**src/rtl/alien_spawner.sv**
```systemverilog
// Game-flow controller: picks entry angles, pulses spawn, tracks lives/score/game-over.
// Optional build macro: ALIEN_SPAWNER_NO_REPEAT_EN (consecutive spawns never share an angle).
module alien_spawner #(
   parameter logic [7:0] SPAWN_DELAY = 8'd30,
   parameter logic [1:0] LIVES       = 2'd3,
   parameter logic [7:0] LFSR_SEED   = 8'hA5
) (
   input  logic       clk,
   input  logic       rst_n,
   input  logic       tick,
   input  logic       start,
   input  logic       traj_ready,
   input  logic       traj_collision,
   input  logic       alien_killed,
   output logic       spawn,
   output logic [3:0] angle_state,
   output logic       alien_active,
   output logic [1:0] lives,
   output logic [7:0] score,
   output logic       game_over
);

   localparam int unsigned LFSR_W  = 8;
   localparam int unsigned ANGLE_W = 4;
   localparam logic [LFSR_W-1:0] SEED = (LFSR_SEED == 8'h00) ? 8'h01 : LFSR_SEED;

   typedef enum logic [2:0] {
      S_IDLE,
      S_WAIT,
      S_SPAWN,
      S_LAUNCH,
      S_FLY,
      S_OVER
   } state_t;

   state_t              state;
   logic [7:0]          cnt;
   logic [LFSR_W-1:0]   lfsr;
   logic                lfsr_fb_c;
   logic [ANGLE_W-1:0]  next_angle_c;

   assign lfsr_fb_c = lfsr[7] ^ lfsr[5] ^ lfsr[4] ^ lfsr[3];

   // Angle latched when WAIT hands over to SPAWN.
   always_comb begin
      next_angle_c = lfsr[ANGLE_W-1:0];
`ifdef ALIEN_SPAWNER_NO_REPEAT_EN
      if (lfsr[ANGLE_W-1:0] == angle_state) begin
         next_angle_c = lfsr[ANGLE_W-1:0] + ANGLE_W'(1);
      end
`endif
   end

   always_ff @(posedge clk) begin
      if (!rst_n) begin
         state        <= S_IDLE;
         cnt          <= 8'd0;
         lfsr         <= SEED;
         spawn        <= 1'b0;
         angle_state  <= '0;
         alien_active <= 1'b0;
         lives        <= 2'd0;
         score        <= 8'd0;
         game_over    <= 1'b0;
      end else begin
         lfsr  <= {lfsr[LFSR_W-2:0], lfsr_fb_c};
         spawn <= 1'b0;
         case (state)
            S_IDLE, S_OVER: begin
               if (start) begin
                  lives     <= LIVES;
                  score     <= 8'd0;
                  cnt       <= SPAWN_DELAY;
                  game_over <= 1'b0;
                  state     <= S_WAIT;
               end
            end
            S_WAIT: begin
               if (cnt == 8'd0) begin
                  angle_state <= next_angle_c;
                  spawn       <= 1'b1;
                  state       <= S_SPAWN;
               end else if (tick) begin
                  cnt <= cnt - 8'd1;
               end
            end
            S_SPAWN: begin
               state <= S_LAUNCH;
            end
            S_LAUNCH: begin
               if (traj_ready) begin
                  alien_active <= 1'b1;
                  state        <= S_FLY;
               end
            end
            // Collision outranks a kill landing in the same cycle.
            S_FLY: begin
               if (traj_collision) begin
                  alien_active <= 1'b0;
                  lives        <= lives - 2'd1;
                  cnt          <= SPAWN_DELAY;
                  if (lives == 2'd1) begin
                     game_over <= 1'b1;
                     state     <= S_OVER;
                  end else begin
                     state <= S_WAIT;
                  end
               end else if (alien_killed) begin
                  alien_active <= 1'b0;
                  if (score != 8'hFF) begin
                     score <= score + 8'd1;
                  end
                  cnt   <= SPAWN_DELAY;
                  state <= S_WAIT;
               end else if (!traj_ready) begin
                  alien_active <= 1'b0;
                  cnt          <= SPAWN_DELAY;
                  state        <= S_WAIT;
               end
            end
            default: begin
               state <= S_IDLE;
            end
         endcase
      end
   end

endmodule

```
**config.mk**
```make
export PLATFORM = sky130hd
export DESIGN_NAME = alien_spawner
export DESIGN_NICKNAME = d
export VERILOG_FILES = /design/src/rtl/alien_spawner.sv
export SDC_FILE = /design/constraint.sdc
export NUM_CORES = 1
export LEC_CHECK = 0
export CAP_MARGIN = 0
export CORE_MARGIN = 10
export CORE_UTILIZATION = 44
export DETAILED_ROUTE_END_ITERATION = 8
export DONT_BUFFER_PORTS = 1
export GPL_TIMING_DRIVEN = 0
export PLACE_DENSITY = 0.67
export SLEW_MARGIN = 20
export SYNTH_ARGS = -nofsm -noshare
export SYNTH_HDL_FRONTEND = slang
export SYNTH_SLANG_ARGS = --single-unit
```
**constraint.sdc**
```tcl
create_clock -name clk -period 1.89 [get_ports clk]
set_input_delay 0.378 -clock clk [delete_from_list [all_inputs] [get_ports clk]]
set_output_delay 0.378 -clock clk [all_outputs]
set_load 0.03 [all_outputs]
```
== Yosys cells after proc, flatten, opt, wreduce, memory -nomap -nowiden ==
Cells that the tools add are included.

* Add/sub/neg operators: 3
* Eq/ne operators: 18
* Muxes and demuxes: 33
* Bitwise gates (word level): 3
* Reductions and logical operators: 14

{| class="wikitable"
|+ Operator list
! operator !! count
|-
| 8-bit two-way mux || 10
|-
| 8-bit case mux with 3 select lines || 1
|-
| 3-bit two-way mux || 7
|-
| 2-bit inequality test (second input constant) || 10
|-
| 8-bit case mux with 2 select lines || 1
|-
| 3-bit case mux with 5 select lines || 1
|-
| 5-bit AND reduction || 2
|-
| 8-bit by 1-bit adder with 8-bit output (second input constant) || 1
|-
| 8-bit zero test || 1
|-
| 1-bit two-way mux || 8
|-
| 8-bit inequality test (second input constant) || 1
|-
| 4-bit AND reduction || 2
|-
| 8-bit by 1-bit subtractor with 8-bit output (second input constant) || 1
|-
| 3-bit by 2-bit equality test with 1-bit output (second input constant) || 2
|-
| 3-bit equality test (second input constant) || 2
|-
| 3-bit AND reduction || 2
|-
| 2-bit two-way mux || 2
|-
| 4-bit inequality test (second input constant) || 1
|-
| 1-bit case mux with 2 select lines || 2
|-
| 2-bit case mux with 2 select lines || 1
|-
| 2-bit AND reduction || 2
|-
| 2-bit nonzero test || 2
|-
| 3-bit by 1-bit equality test with 1-bit output (second input constant) || 1
|-
| 3-bit zero test || 1
|-
| other kinds (5) || 7
|}

* Flip-flop bits (word level): 36
* Output and inout port bits: 17
* Logic and storage cells: 80

== Logic depth before layout (Yosys ltp) ==
Gate-level depths: netlist of run 1.

* Depth after elaboration: 5
* Gate-level depth with buffers: 7
* Gate-level depth less buffers: 6

== Worst setup path before layout of run 1 ==
OpenSTA, ideal clock, no wires.

* Kind: register -> register
* From: register cnt[0]
* To: register cnt[1]
* Data arrival time: 1545 ps
* Path slack: 254 ps
* Cell stages (with the launch flop): 7
* Buffers on the path: 0
* Clock period less this slack: 1636 ps
* Cell sequence: dfxtp_1 inv_1 ha_1 nor3b_2 nand3_4 and3_4 a311oi_1

* Cells in the longest elaborated chain, start to end: 4

{| class="wikitable"
|+ RTL lines
! item !! line !! text
|-
| start, declared || 37 || <nowiki>logic [7:0] cnt;</nowiki>
|-
| start signal, assigned || 84 || <nowiki>cnt <= cnt - 8'd1;</nowiki>
|-
| 8-bit by 1-bit subtractor with 8-bit output || 84 ||
|-
| 8-bit two-way mux || 83 || <nowiki>end else if (tick) begin</nowiki>
|-
| 8-bit two-way mux || 79 || <nowiki>if (cnt == 8'd0) begin</nowiki>
|-
| 8-bit case mux with 3 select lines || 68 || <nowiki>case (state)</nowiki>
|}

Parallel ways exist; a longest one is shown, timed or not. The select of a mux whose other input is x is not followed.
A chain may end at the register's enable or synchronous reset.

== Final worst setup path of run 1 ==
* From: register state[2]
* To: register cnt[7]

* Cells in the longest elaborated chain, start to end: 4

{| class="wikitable"
|+ RTL lines
! item !! line !! text
|-
| start, declared || 36 || <nowiki>state_t state;</nowiki>
|-
| start signal, assigned || 56 || <nowiki>state <= S_IDLE;</nowiki>
|-
| start signal, assigned || 75 || <nowiki>state <= S_WAIT;</nowiki>
|-
| start signal, assigned || 82 || <nowiki>state <= S_SPAWN;</nowiki>
|-
| 3-bit equality test / 3-bit zero test (equally long branches) || 68 ||
|-
| 2-bit OR reduction || 68 ||
|-
| 2-bit inequality test (no source line) / 3-bit nonzero test (equally long branches) || - ||
|-
| 5-bit AND reduction (no source line) || - ||
|}

Parallel ways exist; a longest one is shown, timed or not.

==> results of run 1 <==
## layer usage
metal | vias up | wire [um]
met1 | 823 | 2300
met5 | - | 0
li1 | 842 | -
met2 | 56 | 2080
met4 | 0 | 52
met3 | 4 | 405
## worst max-delay path, cell delays in order, from the launching register on
cell	delay, ns
dfxtp_1	0.35
buf_6	0.15
and4bb_2	0.25
o21a_1	0.23
nor3_1	0.49
a311oi_1	0.17
## layout make-up
type                    instances  area (um2)
clock buffers                   7        96.3
multi-input cells             162        1170
plain buffers                  11        85.1
flip-flops and latches         36         723
inverters                       9        33.8
well taps                      52        65.1
repair buffers                  1        7.51
fillers                       428        2170
## flip-flops by register name, summed over array words and instances (netlist names)
| signal | cells |
|---|---|
| score | 8 |
| lfsr | 8 |
| state | 3 |
| cnt | 8 |
| spawn | 1 |
| angle_state | 4 |
| alien_active | 1 |
| lives | 2 |
| game_over | 1 |
## logic make-up after synthesis
logic type | Yosys count
compound gates | 66
xor+xnor | 4
fa+ha+maj | 4
buf+inv | 20
flops | 36
mux | 2
simple gates | 85
## per-stage QoR
step | power, uW | cell area [um2] | std cells
after floorplan | 2320 | 1990 | 217
after global placement | 2610 | 2050 | 269
after detailed placement | 2620 | 2050 | 269
after CTS | 3250 | 2160 | 276
after global routing | 3540 | 2180 | 278
final | 3300 | 2180 | 278
## power groups by stage
stage          registers (uW)  clock network, uW  logic (uW)
6_report                 1180                596        1530
2_1_floorplan            1130                  0        1190
3_3_place_gp             1180                  0        1440
4_1_cts                  1170                615        1470
3_5_place_dp             1180                  0        1440
5_1_grt                  1190                654        1700
## cell usage after synthesis, types with 5 or more instances
library cell and count:
o211ai_1 5, a21oi_1 14, a31oi_1 7, nor3_1 5, dfxtp_1 36, nand2b_1 6, o21ai_0 6, nor2_1 6
nand2_1 21, inv_1 8, nand3_1 6, and2_1 5, a311oi_1 5
## how the worst max path moves through the flow
stage,slack [ns],cells past startpoint,startpoint,to
6_report,0.1,5,state[2],cnt[7]
3_3_place_gp,-0.05,7,cnt[0],cnt[5]
5_1_grt,0.002,7,cnt[0],cnt[7]
4_1_cts,0.04,5,score[0],score[5]
3_5_place_dp,-0.06,7,cnt[0],cnt[5]
2_1_floorplan,0.25,6,cnt[0],cnt[1]
## what timing repair did
| item | in CTS | in global routing |
|---|---|---|
| cloned | 0 | 1 |
| endpoints found under the setup margin | 2 | 9 |
| resized for setup | 1 | 2 |
| hold endpoints to repair | 0 | 0 |
| buffers inserted | 0 | 1 |
| pin swaps | 0 | 1 |
==> run metrics, run 1 <==
post-route antenna net violation count 0; CTS tree yes; WL final 4840 um; FF-to-FF setup slack 0.1 ns; ranking of synthesized cells by area dfxtp_1 (36%), nand2_1 (4.0%), a21oi_1 (3.5%); period utilization 94.8%; FF-to-FF Start state[2]; Nets 237; minimum clock period after layout 1.79 ns; main flop type after synthesis dfxtp_1; area fraction in compound gates after synthesis 24.8%; violation count after the first detailed-route iteration 189; clock buffer depth 2; Worst Setup Start Kind flip-flop; Peak VDD IR 0.765 mV; Rel. slew slack 62.2%; post-synthesis xor/xnor area fraction 1.76%; PortBufs 0; DRC 0; hold_sp start; Core ar. 4350 um2; Crit Path Class reg2reg; simple-gate area share of the yosys netlist 27.7%; Async S/R FF share, synth 0%; Net Sw Frac 42.1%; P_int 1910 uW; leakage 0.000738 uW; met1 usage in global routing 18.6%; FF-to-FF path depth 5; Syn Inst Count 217; htree depth 2; initial antenna violation count 0; Setup Skew 0.0104 ns; Starting Density 45.7%; Worst-Skew Late Latency 0.29 ns; DP HPWL 3350 um; DIE AREA 7610 um2; Tightest Hold Check Type in2reg; combinational family with the most area after synthesis simple AND/OR/NAND/NOR gates; power per cell area 1520 nW/um2; Req. time, crit path 2.03 ns; gr usage total 13.0%; Distinct cells, synth 65; register share of total power 35.6%; Clock Power Share 18.0%; most frequent cells in the layout dfxtp_1 (34), nand2_1 (21), a21oi_1 (14); crit-path max FO 10; Synth-to-Final Area Change 9.56%; Hold Crit Depth 1; total CTS buffers 5; sequential area share after synthesis 36.2%; commonest non-fill, non-tap cell in the layout dfxtp_1; max cap viols 0; Sum Neg Setup Slack 0 ns; sink of the worst hold path game_over; pre-CTS setup slack -0.0646 ns; placer congestion estimate 0.852; DR vias/cell 6.21; n_diodes 0; status complete, no violations; Synth Warn # 0; area of the mapped netlist 1990 um2; Adder-Cell Fraction of Synth Area 2.52%; Hold WS 0.215 ns; Data arrival, critical path 1.94 ns; Worst Max-Slew Pin Slew 0.562 ns; share of Yosys cell area claimed by the top area cell type 36.2%; combinational fraction of design power 46.4%; root buffer cell clkbuf_8; multiplexer share of the synthesized area 1.01%; Clock transition at path regs 0.08 ns; syn_nets 228; Die X 87.2 um; share of layout cells above drive strength 1 15.9%; P_sw 1390 uW; cell taking the most area after synthesis dfxtp_1; RSZ-0062 raised after global routing no; r2r endpoint cnt[7]; Final setup viols 0; Remaining Overflow, GRT 0; grt met2 use 17.3%; Pre-Repair DR Iteration Count 4; CP Capture Type flip-flop; Final Hold Vio Count 0; total clock sinks 36; vias in the first global route 1511; Most Crowded Layer GR met1; M3 GR Usage 3.46%; post-route setup slack 0.0977 ns; synthesized area per cell 9.17 um2; Die Ht 87.2 um; final core utilization 50.1%; # hold bufs at CTS 0; synthesized flop and latch total 36; boundary pin count 24; Via Count 1725; Final Max Slew Viols 0; global-route wire length before repair 7940 um; WL/cell 17.4 um; Max Freq 0.558 GHz; Rows 24; Post-synth EDFFs 0; pin count of the biggest net entering global routing 11
No activity file was read; power rests on OpenSTA's default activity.
==> inputs of run 2 (changes only) <==
--- a/config.mk
+++ b/config.mk
@@ -11,8 +11,6 @@
 export DETAILED_ROUTE_END_ITERATION = 8
 export DONT_BUFFER_PORTS = 1
 export GPL_TIMING_DRIVEN = 0
-export PLACE_DENSITY = 0.67
-export SLEW_MARGIN = 20
 export SYNTH_ARGS = -nofsm -noshare
 export SYNTH_HDL_FRONTEND = slang
 export SYNTH_SLANG_ARGS = --single-unit
==> run 2 against run 1 <==
First-iteration DRC count decreased by 26%. Total power rose by 2.6%. Clock skew shrank 0.0036 ns. Die area did not move. Cell count is 0.36% higher. Maximum frequency grew 0.29%. Critical path depth stayed put. Clock-buffer cell count down 1. Global-route usage hardly changed. Sequential share of layout area down 0.095 points. Critical path type unchanged.
==> run metrics, run 2 (synthesized netlist as in run 1, its figures left out) <==
Die X 87.2 um (unchanged); WL final 4840 um (about the same); PortBufs 0 (unchanged); worst path buffer plus inverter count 1 (unchanged); DR vias/cell 6.01 (-3.1%); DP HPWL 3400 um (+1.5%); leakage 0.000742 uW (+0.54%); slowest CP cell nor3_1; Setup Skew 0.00677 ns (-0.00362 ns); Sum Neg Setup Slack 0 ns (unchanged); Final setup viols 0 (unchanged); Crit Path Class reg2reg; initial antenna violation count 0 (unchanged); biggest regs cnt: 8 flops, lfsr: 8 flops, score: 8 flops; DIE AREA 7610 um2 (unchanged); Data arrival, critical path 1.93 ns (about the same); final std cells w/o fill 279 (+0.36%); boundary pin count 24 (unchanged); crit-path max FO 10 (unchanged); minimum clock period after layout 1.79 ns (-0.00527 ns); Crit path max-delay family simple AND/OR/NAND/NOR gates; htree depth 2 (unchanged); clock buffer depth 2 (unchanged); Final Hold Vio Count 0 (unchanged); Worst Max-Slew Pin Slew 0.565 ns (+0.00272 ns); Worst-Skew Late Latency 0.29 ns (about the same); placed cells 269 (unchanged); WL/cell 17.4 um (-0.32%); commonest non-fill, non-tap cell in the layout dfxtp_1; crit path cell chain buf_6 -> and4bb_2 -> o21a_1 -> nor3_1 -> a311oi_1; Clock transition at path regs 0.08 ns (about the same); total CTS buffers 5 (unchanged); vias in the first global route 1516 (+0.33%); Hold Crit Depth 1 (unchanged); share of layout cells above drive strength 1 16.3% (+0.37 points); Max Freq 0.560 GHz (+0.29%); critical path depth 5 (unchanged); root buffer cell clkbuf_8; Peak VDD IR 0.808 mV (+5.7%); Remaining Overflow, GRT 0 (unchanged); Die Ht 87.2 um (unchanged); most frequent cells in the layout dfxtp_1 (33), nand2_1 (21), a21oi_1 (14); period utilization 94.6% (-0.28 points); sink of the worst hold path game_over; FF-to-FF setup slack 0.10 ns (about the same); pin count of the biggest net entering global routing 12 (+1); Starting Density 45.7% (unchanged); violation count after the first detailed-route iteration 139 (-26%); n_diodes 0 (unchanged); Pre-Repair DR Iteration Count 4 (unchanged); pre-CTS setup slack -0.0813 ns (-0.0167 ns); Worst Setup Start Kind flip-flop; global-route wire length before repair 7900 um (-0.52%); FF-to-FF path depth 5 (unchanged); FF-to-FF Start state[2]; Final Max Slew Viols 0 (unchanged); Rel. slew slack 62.0% (-0.18 points); hold_sp start; Rows 24 (unchanged); Req. time, crit path 2.04 ns (about the same); delay of the slowest critical-path stage 0.49 ns (about the same); power per cell area 1550 nW/um2 (+2.2%); CP Capture Type flip-flop; r2r endpoint cnt[7]; Nets 237 (unchanged); CTS tree yes; max cap viols 0 (unchanged); Via Count 1677 (-2.8%); Tot Pwr 3390 uW (+2.6%); Tightest Hold Check Type in2reg; post-route antenna net violation count 0 (unchanged); # hold bufs at CTS 0 (unchanged); total clock sinks 36 (unchanged); placer congestion estimate 0.845 (-0.79%); Core ar. 4350 um2 (unchanged); post-route setup slack 0.103 ns (+0.00527 ns); status complete, no violations; gr usage total 13.0% (about the same); Synth-to-Final Area Change 10.1%; DRC 0 (unchanged); final core utilization 50.3% (+0.23 points)
[run 2: what timing repair did]
action / 4_1_cts / 5_1_grt
endpoints found under the setup margin: 2 / 10
pin swaps: 0 / 1
setup buffers: 0 / 2
gates resized for setup: 1 / 5
[run 2: routing by layer]
metal | vias to the layer above | part of all wire (%) | GRT usage [%]
met5 | - | 0 | 0
met4 | 0 | 1.5 | 5.22
met3 | 8 | 6.0 | 3.84
met2 | 34 | 43 | 18.7
met1 | 792 | 49 | 17.6
li1 | 843 | - | -
[run 2: power breakdown]
part / leakage (uW) / switching (uW) / internal (uW) / total (uW)
Combinational: 0.000390 / 853 / 684 / 1540
Clock: 0.0000552 / 290 / 392 / 682
Sequential: 0.000297 / 263 / 906 / 1170
Total: 0.000742 / 1410 / 1980 / 3390
[run 2: worst max-delay path by stage]
stage / start / to / slack [ns]
floorplan: cnt[0] / cnt[1] / 0.25
global placement: cnt[0] / cnt[5] / -0.06
detailed placement: cnt[0] / cnt[5] / -0.08
CTS: score[0] / score[5] / 0.04
global route: cnt[0] / cnt[5] / -0.006
finish: state[2] / cnt[7] / 0.10
[run 2: area by class of cell]
type | instances | area (um2)
flip-flops and latches | 36 | 724
fillers | 410 | 2160
well taps | 52 | 65.1
inverters | 9 | 33.8
clock buffers | 6 | 72.6
plain buffers | 11 | 87.6
clock inverters | 2 | 35.0
repair buffers | 2 | 15.0
multi-input cells | 161 | 1160
[run 2: stage by stage]
step	hold slack (ns)	area, um2
3_3_place_gp	0.388	2050
4_1_cts	0.187	2170
3_5_place_dp	0.404	2050
6_report	0.193	2190
5_1_grt	0.205	2190
2_1_floorplan	0.386	1990
==> inputs of run 3 (changes only) <==
--- a/config.mk
+++ b/config.mk
@@ -11,6 +11,7 @@
 export DETAILED_ROUTE_END_ITERATION = 8
 export DONT_BUFFER_PORTS = 1
 export GPL_TIMING_DRIVEN = 0
+export SETUP_SLACK_MARGIN = 0.4
 export SYNTH_ARGS = -nofsm -noshare
 export SYNTH_HDL_FRONTEND = slang
 export SYNTH_SLANG_ARGS = --single-unit
==> run 3 against run 2 <==
Via count rose by 12%. Sequential power rose by 6%. Clock-buffer cell count did not move. First-iteration DRC count fell by 36%. Critical endpoint is now cnt[5]. Global-route usage rose by 2.7 points. Non-clock buffer count rose by 23. Clock skew rose by 0.0025 ns. Largest cell class unchanged.
==> run metrics, run 3 (synthesized netlist as in run 1, its figures left out) <==
status complete, no violations; max cap viols 0 (unchanged); Final setup viols 0 (unchanged); CTS tree yes; Remaining Overflow, GRT 0 (unchanged); power per cell area 1600 nW/um2 (+3.5%); hold_sp start; minimum clock period after layout 1.64 ns (-0.144 ns); Pre-Repair DR Iteration Count 4 (unchanged); clock buffer depth 2 (unchanged); Tightest Hold Check Type in2reg; worst path buffer plus inverter count 3 (+2); post-route setup slack 0.247 ns (+0.144 ns); commonest non-fill, non-tap cell in the layout dfxtp_1; Hold Crit Depth 1 (unchanged); period utilization 86.9% (-7.6 points); register share of total power 28.3% (-6.2 points); Setup Skew 0.00929 ns (+0.00252 ns); total CTS buffers 5 (unchanged); Critical Path Most Common Cell buf_6; r2r endpoint cnt[5]; WL/cell 19.5 um (+13%); FF-to-FF setup slack 0.25 ns (+0.14 ns); Clock transition at path regs 0.08 ns (about the same); critical path depth 8 (+3); FF-to-FF Start cnt[0]; pin count of the biggest net entering global routing 12 (unchanged); total clock sinks 36 (unchanged); DIE AREA 7610 um2 (unchanged); Rel. slew slack 60.0% (-2.0 points); P_int 2510 uW (+27%); initial antenna violation count 0 (unchanged); Die X 87.2 um (unchanged); Worst-Skew Late Latency 0.29 ns (about the same); Net Sw Frac 42.5% (+0.96 points); Via Count 1872 (+12%); root buffer cell clkbuf_8; placer congestion estimate 0.841 (-0.46%); Data arrival, critical path 1.80 ns (-0.13 ns); global-route wire length before repair 9630 um (+22%); pre-CTS setup slack 0.0790 ns (+0.160 ns); biggest regs cnt: 8 flops, lfsr: 8 flops, score: 8 flops; crit path cell chain inv_4 -> ha_4 -> nor3b_4 -> buf_6 -> and3_4 -> buf_6 -> o311ai_4 -> a31oi_1; Sum Neg Setup Slack 0 ns (unchanged); delay of the slowest critical-path stage 0.36 ns (-0.13 ns); Final Max Slew Viols 0 (unchanged); sink of the worst hold path game_over; violation count after the first detailed-route iteration 89 (-36%); Crit path max-delay family compound AO/OA/AOI/OAI gates; Peak VDD IR 0.847 mV (+4.8%); Final Hold Vio Count 0 (unchanged); Rows 24 (unchanged); Core ar. 4350 um2 (unchanged); DP HPWL 3650 um (+7.4%); Starting Density 45.7% (unchanged); Synth-to-Final Area Change 37.0%; # hold bufs at CTS 0 (unchanged); Nets 260 (+9.7%); Worst Max-Slew Pin Slew 0.600 ns (+0.0347 ns); P_sw 1860 uW (+32%); htree depth 2 (unchanged); Clock Power Share 13.3% (-6.8 points); boundary pin count 24 (unchanged); most frequent cells in the layout dfxtp_1 (21), nand2_1 (20), buf_4 (16); crit-path max FO 6 (-4); share of layout cells above drive strength 1 43.2% (+27 points); DR vias/cell 6.20 (+3.1%); WL final 5900 um (+22%); RSZ-0062 raised after global routing yes; Worst Setup Start Kind flip-flop; n_diodes 0 (unchanged); Hold WS 0.202 ns (+0.00989 ns); FF-to-FF path depth 8 (+3); leakage 0.000911 uW (+23%); CP Capture Type flip-flop; Max Freq 0.609 GHz (+8.8%); PortBufs 0 (unchanged); gr usage total 15.7% (+2.7 points); combinational fraction of design power 58.4% (+13 points); slowest CP cell dfxtp_2; Die Ht 87.2 um (unchanged); final core utilization 62.6% (+12 points); post-route antenna net violation count 0 (unchanged); Req. time, crit path 2.04 ns (about the same); DRC 0 (unchanged); Crit Path Class reg2reg; vias in the first global route 1953 (+29%)
-- run 3: cell count changes in the layout (fill, tap and decap cells not counted), sizes merged --
cell	change
inv	-1
clkinv	+1
bufinv	-1
clkinvlp	+1
buf	+23
-- run 3: area by class of cell --
| class | instances | area, um2 |
|---|---|---|
| fillers | 352 | 1630 |
| multi-input cells | 161 | 1460 |
| flip-flops and latches | 36 | 747 |
| repair buffers | 25 | 230 |
| plain buffers | 11 | 91.3 |
| clock buffers | 6 | 82.6 |
| well taps | 52 | 65.1 |
| inverters | 9 | 42.5 |
| clock inverters | 2 | 10.0 |
-- run 3: how the worst max path moves through the flow --
stage / startpoint / to / slack, ns
finish: cnt[0] / cnt[5] / 0.25
global route: cnt[0] / cnt[5] / 0.22
CTS: cnt[0] / cnt[5] / 0.30
global placement: cnt[0] / cnt[5] / 0.14
floorplan: cnt[0] / cnt[1] / 0.35
detailed placement: cnt[0] / cnt[1] / 0.08
-- run 3: power groups by stage --
stage / clock, uW / sequential [uW] / combinational (uW)
after global routing: 630 / 1260 / 2710
after global placement: 0 / 1180 / 1470
after detailed placement: 0 / 1190 / 1490
after floorplan: 0 / 1150 / 1230
final: 582 / 1240 / 2550
after CTS: 593 / 1200 / 2170
-- run 3: timing repair --
action,CTS,global route
cloned,1,0
pin swaps,16,14
setup buffers,22,2
setup endpoints to repair,25,24
resized for setup,48,29
-- run 3: per-stage QoR --
| stage | instances | total power, uW | cell area (um2) |
|---|---|---|---|
| global placement | 269 | 2650 | 2080 |
| global route | 302 | 4600 | 2730 |
| floorplan | 217 | 2370 | 2010 |
| detailed placement | 269 | 2690 | 2080 |
| finish | 302 | 4370 | 2730 |
| CTS | 300 | 3970 | 2560 |
-- run 3: worst reg2reg max path, stage by stage, from the launching register on --
cell and delay [ns]:
dfxtp_2 0.36, inv_4 0.05, ha_4 0.14, nor3b_4 0.14, buf_6 0.15, and3_4 0.17
buf_6 0.12, o311ai_4 0.27, a31oi_1 0.11
-- run 3: metal layers --
layer | global-route usage [%] | vias up | wire length, um
li1 | - | 883 | -
met1 | 17.5 | 915 | 2410
met5 | 0 | - | 0
met2 | 26.2 | 66 | 3010
met3 | 5.71 | 8 | 399
met4 | 6.81 | 0 | 81
